<file path="config.mk">
export PLATFORM = sky130hd
export DESIGN_NAME = imem_arbiter
export DESIGN_NICKNAME = d
export VERILOG_FILES = /design/src/rtl/imem_arbiter.sv
export SDC_FILE = /design/constraint.sdc
export NUM_CORES = 1
export LEC_CHECK = 0
export CAP_MARGIN = 5
export CORE_MARGIN = 2
export CORE_UTILIZATION = 29
export CTS_BUF_LIST = sky130_fd_sc_hd__clkbuf_16
export CTS_CLUSTER_DIAMETER = 80
export CTS_CLUSTER_SIZE = 28
export DETAILED_ROUTE_END_ITERATION = 10
export PLACE_DENSITY = 0.9
export SYNTH_ARGS = -nofsm -noshare
export SYNTH_HDL_FRONTEND = slang
export SYNTH_SLANG_ARGS = --single-unit
</file>
<file path="constraint.sdc">
create_clock -name clk -period 2.6 [get_ports clk]
set_input_delay 0.65 -clock clk [delete_from_list [all_inputs] [get_ports clk]]
set_output_delay 0.65 -clock clk [all_outputs]
set_load 0.02 [all_outputs]
</file>
<file path="src/rtl/imem_arbiter.sv">
// Instruction-memory arbiter: fetch port vs. program-loader port onto one single-port sync RAM (loader only with IMEM_LOADER_EN).
// Latency: grant is combinational, response/done one cycle after grant; memory read data returned one cycle later.
// Backpressure: requests are held until granted; with both requesting, 1-bit round-robin picks the one not granted last.
module imem_arbiter #(
    parameter int addr_width = 32,
    parameter int data_width = 32,
    parameter int mem_depth  = 512,
    localparam int idx_w     = $clog2(mem_depth)
) (
    input  logic                  clk,
    input  logic                  rst,
    input  logic                  fetch_req,
    input  logic [addr_width-1:0] fetch_addr,
    output logic                  fetch_gnt,
    output logic                  fetch_rvalid,
    output logic [data_width-1:0] fetch_rdata,
    output logic                  fetch_err,
    input  logic                  load_req,
    input  logic [addr_width-1:0] load_addr,
    input  logic [data_width-1:0] load_wdata,
    output logic                  load_gnt,
    output logic                  load_done,
    output logic                  load_err,
    output logic                  mem_en,
    output logic                  mem_we,
    output logic [idx_w-1:0]      mem_addr,
    output logic [data_width-1:0] mem_wdata,
    input  logic [data_width-1:0] mem_rdata
);

    localparam logic [data_width-1:0] nop_instr = data_width'(32'h0000_0013);

    function automatic logic addr_legal(input logic [addr_width-1:0] a);
        return (a[1:0] == 2'b00) && ((a >> (idx_w + 2)) == '0);
    endfunction

    logic                  fetch_legal;
    logic [data_width-1:0] rdata_hold;

    assign fetch_legal = addr_legal(fetch_addr);

`ifdef IMEM_LOADER_EN
    logic load_legal;
    logic last_load;

    assign load_legal = addr_legal(load_addr);

    always_comb begin
        fetch_gnt = 1'b0;
        load_gnt  = 1'b0;
        if (!rst) begin
            if (fetch_req && load_req) begin
                fetch_gnt = last_load;
                load_gnt  = !last_load;
            end else begin
                fetch_gnt = fetch_req;
                load_gnt  = load_req;
            end
        end
    end

    // Pointer resets to "load last" so fetch wins the first tie.
    always_ff @(posedge clk) begin
        if (rst) begin
            last_load <= 1'b1;
            load_done <= 1'b0;
            load_err  <= 1'b0;
        end else begin
            if (fetch_gnt || load_gnt)
                last_load <= load_gnt;
            load_done <= load_gnt;
            load_err  <= load_gnt && !load_legal;
        end
    end
`else
    logic unused_load;

    assign fetch_gnt   = fetch_req && !rst;
    assign load_gnt    = 1'b0;
    assign load_done   = 1'b0;
    assign load_err    = 1'b0;
    assign unused_load = ^{load_req, load_addr, load_wdata};
`endif

    always_comb begin
        mem_en    = 1'b0;
        mem_we    = 1'b0;
        mem_addr  = fetch_addr[idx_w+1:2];
        mem_wdata = '0;
        if (fetch_gnt && fetch_legal)
            mem_en = 1'b1;
`ifdef IMEM_LOADER_EN
        mem_wdata = load_wdata;
        if (load_gnt) begin
            mem_addr = load_addr[idx_w+1:2];
            if (load_legal) begin
                mem_en = 1'b1;
                mem_we = 1'b1;
            end
        end
`endif
    end

    always_ff @(posedge clk) begin
        if (rst) begin
            fetch_rvalid <= 1'b0;
            fetch_err    <= 1'b0;
        end else begin
            fetch_rvalid <= fetch_gnt;
            fetch_err    <= fetch_gnt && !fetch_legal;
        end
    end

    // Legal responses pass RAM data straight through; the hold register
    // keeps the last returned word and pre-loads the NOP for error responses.
    always_ff @(posedge clk) begin
        if (rst)
            rdata_hold <= '0;
        else if (fetch_gnt && !fetch_legal)
            rdata_hold <= nop_instr;
        else if (fetch_rvalid && !fetch_err)
            rdata_hold <= mem_rdata;
    end

    assign fetch_rdata = (fetch_rvalid && !fetch_err) ? mem_rdata : rdata_hold;

endmodule

</file>
After elaboration in Yosys (flattened, before gate mapping)
Cells that the tools add are included.
{"block": "op_classes", "n_reduce_logical": 11, "n_mux": 3}
{"op": "32-bit logical NOT", "count": 1}
{"op": "32-bit two-way mux", "count": 1}
{"op": "1-bit logical AND", "count": 5}
{"op": "5-bit two-way mux", "count": 1}
{"op": "1-bit logical NOT", "count": 3}
{"op": "2-bit logical NOT", "count": 1}
{"op": "2-bit OR reduction", "count": 1}
{"op": "1-bit two-way mux", "count": 1}
{"block": "totals", "output_inout_bits": 81, "register_bits": 34}

Longest topological paths before layout
{"block": "logic_depth", "word_depth": 5, "depth_mapped": 5}

Worst setup path after synthesis
No wires, ideal clock.
{"block": "synth_timing", "path_kind": "input to output", "start": "in fetch_addr[15]", "end": "out mem_en", "path_stages": 3, "setup_slack_ns": 0.259, "t_arrival_ns": 1.691, "required_time_ns": 1.950, "path_buffers": 0, "cell_sequence": "or4_1 -> nor2_1 -> and3_1"}
{"block": "synth_between", "elab_chain_cells": 4}
{"element": "start, declared", "line_no": "13", "rtl": "input logic [addr_width-1:0] fetch_addr,"}
{"element": "32-bit logical NOT", "line_no": "34", "rtl": "return (a[1:0] == 2'b00) && ((a >> (idx_w + 2)) == '0);"}
{"element": "1-bit logical AND", "line_no": "34"}
{"element": "1-bit logical AND", "line_no": "90", "rtl": "if (fetch_gnt && fetch_legal)"}
{"element": "1-bit two-way mux", "line_no": "90"}
{"element": "end, declared", "line_no": "24", "rtl": "output logic mem_en,"}
No other way between the ends.

Worst setup path after layout
{"block": "layout_timing", "start": "in fetch_addr[13]", "end": "out mem_en"}
Same word-level chain as after synthesis.

==> impl_metrics.tcl <==
set metrics [dict create \
    synthTopCellsByCount "buf_4, dfxtp_1, inv_1, mux2i_1, a2111oi_0" \
    viasPerCell 4.70 \
    fin_cells 383 \
    syn2layout_area_growth_pct 61.8 \
    synth_warnings 0 \
    wl_per_cell_um 14.2 \
    synth.area.top_cells "dfxtp_1, buf_4, mux2i_1, a2111oi_0, a2111oi_2" \
    finalSetupViolations 1 \
    min_period_ns 2.61 \
    power.total_mw 1.66 \
    cp_max_fo 2 \
    peakVddDrop_v 0.000269 \
    grt-ovfl-total 0 \
    initial_utilization_pct 29.9 \
    dp_slack_ns -0.637 \
    grt_pass1_vias 1751 \
    required_ns 1.95 \
    p_clk_share_pct 47.0 \
    slew_viol_final 0 \
    synth_area_um2 2020 \
    hpwl_um 3740 \
    drt_pass1_iterations 4 \
    cts_num_sinks 34 \
    drt_iter0_markers 35 \
    critPathBufInv 2 \
    dp.cells 373 \
    clk_path_buf_depth 2 \
    place_congestion 0.710 \
    core_area_um2 6760 \
    fmax_mhz 383 \
    outcome "finished, violations left" \
    synth_top_area_share_pct 33.7 \
    critical-path-max-stage-delay_ns 0.50 \
    ys_ff_latch 34 \
    critical_path.cell_chain "clkdlybuf4s50_1, or4_4, nor2_4, and3_4, buf_6" \
    rows 30 \
    fin_nets 434 \
    crit_arrival_ns 1.96 \
    cp-start-kind "input pin" \
    routed_wl_um 5440 \
    yosys.area.top_type "dfxtp_1" \
    clk_pin_slew_worst_paths_ns 0.05 \
    portBuffers 93 \
    hold_class "reg -> reg" \
    violations "negative setup slack" \
    hold_buffers 0 \
    layout_setup_ws_ns -0.0116 \
    yosysSeqAreaShare_pct 33.7 \
    track_usage_pct 13.8 \
    grt_pass1_wl_um 8310 \
    antenna_cells 0 \
    combinationalPowerShare_pct 20.7 \
    rsz0062_at_grt "yes" \
    hold_viol 0 \
    die_area_um2 7660 \
    cts_buffers 5 \
    powerDensity_nw_per_um2 507 \
    synthDistinctLibCells 26 \
    fin_setup_tns_ns -0.0116 \
    cts-root-buf "clkbuf_16" \
    power_frac_seq_pct 32.3 \
    p_leak_nw 1.91 \
    async_flop_share_pct 0 \
    syn_avg_cell_area_um2 9.45 \
    cp-end-kind "output port" \
    p_int_mw 1.24 \
    synth_top_flop_cell "dfxtp_1" \
    synth_most_common_cell "buf_4" \
    cts_tree "done" \
    syn-instance-count 214 \
    period_share_pct 100 \
    die_h_um 87.5 \
    num_vias 1800 \
    ant_nets 0 \
    drv_cap 0 \
    switching_share_pct 25.0 \
    antenna_found_initial 0 \
    drc_errors 0 \
    crit_type "in -> out" \
    die_w_um 87.5 \
    p_sw_mw 0.414 \
    cp_slowest_cell "or4_4" \
    path_delay_family "simple AND/OR/NAND/NOR gates" \
    insertion_delay_ns 0.28 \
    grt_max_degree 35 \
    top_level_ports 213 \
    synth_edf_count 0 \
    fin_skew_ns 0.00810 \
    drive_gt1_share_pct 20.5 \
    htreeDepth 2 \
]
[layout by cell type, fill, tap and decap left out, drive strengths merged]
cell type	synthesis	layout
a311oi	3	3
clkbuf	8	5
clkinv	0	1
inv	32	32
mux2i	29	29
or4	2	2
a21oi	3	3
conb	1	36
nor4	3	3
a211oi	3	3
a21boi	1	1
dfxtp	34	34
o21a	1	1
nor2	1	1
nand2b	1	1
buf	54	16
and3	1	1
bufinv	0	2
dlymetal6s2s	0	29
and3b	3	3
dlygate4sd2	0	8
nor2b	2	2
nor3	1	1
a2111oi	29	29
and4	1	1
nand4	1	1
clkdlybuf4s50	0	55
[flip-flops by register name (all words and copies together), names as in the netlist]
register      flops
fetch_err         1
fetch_rvalid      1
rdata_hold       32
[kinds of logic after synthesis]
kind of cell           after synthesis  share of synthesized area, %
and+or+nand+nor                     16                          5.38
muxes                               29                          14.4
AOI/OAI and AO/OA                   40                          19.6
other                                1                         0.185
buffers and inverters               94                          26.9
DFF                                 34                          33.7
[layout make-up]
| class | instances | area, um^2 |
|---|---|---|
| fillers | 611 | 3480 |
| clock inverters | 3 | 68.8 |
| flip-flops and latches | 34 | 681 |
| clock buffers | 5 | 125 |
| repair buffers | 108 | 1120 |
| multi-input cells | 121 | 1050 |
| inverters | 32 | 120 |
| well taps | 80 | 100 |
[stage by stage]
step	utilization [%]	cell area [um^2]	hold slack [ns]
2_1_floorplan	-	2150	0.539
3_3_place_gp	42.5	2870	0.564
3_5_place_dp	42.5	2870	0.573
4_1_cts	45.7	3090	0.582
5_1_grt	48.4	3270	0.631
6_report	48.4	3270	0.579
[repair_timing]
item / 4_1_cts / 5_1_grt
pin swaps: 1 / 4
buffers inserted: 0 / 2
gates resized for setup: 22 / 51
gates cloned: 0 / 0
endpoints found under the setup margin: 10 / 27
[worst reg2reg max path, delay by kind of cell, from the launching register on]
family | cells | cell delay [ns]
AOI/OAI and AO/OA | 1 | 0.32
buffers and inverters | 1 | 0.18
DFF | 1 | 0.33
muxes | 1 | 0.20
and+or+nand+nor | 1 | 0.21
[layer usage]
metal  vias up  GRT usage, %  wire [um]
li1        849             -          -
met1       852          16.2       2250
met2        95          23.6       2630
met3         4          4.93        512
met4         0          4.20         49
met5         -             0          0
[power groups by stage]
stage,Clock [mW],Combinational [mW],Sequential [mW]
final,0.779,0.343,0.536
after detailed placement,0,0.332,0.547
after global placement,0,0.328,0.547
after floorplan,0,0.226,0.548
after CTS,0.796,0.332,0.536
after global routing,0.816,0.368,0.537
[final timing paths]
path                            cells past startpoint             end  slack, ns            from
worst max-delay path                                5          mem_en      -0.01  fetch_addr[13]
worst min-delay path                                2  rdata_hold[27]       0.58  rdata_hold[27]
worst max register to register                      4  rdata_hold[29]       1.23       fetch_err
worst min register to register                      2  rdata_hold[27]       0.58  rdata_hold[27]
Note: power is estimated with default switching activity, not from simulation.
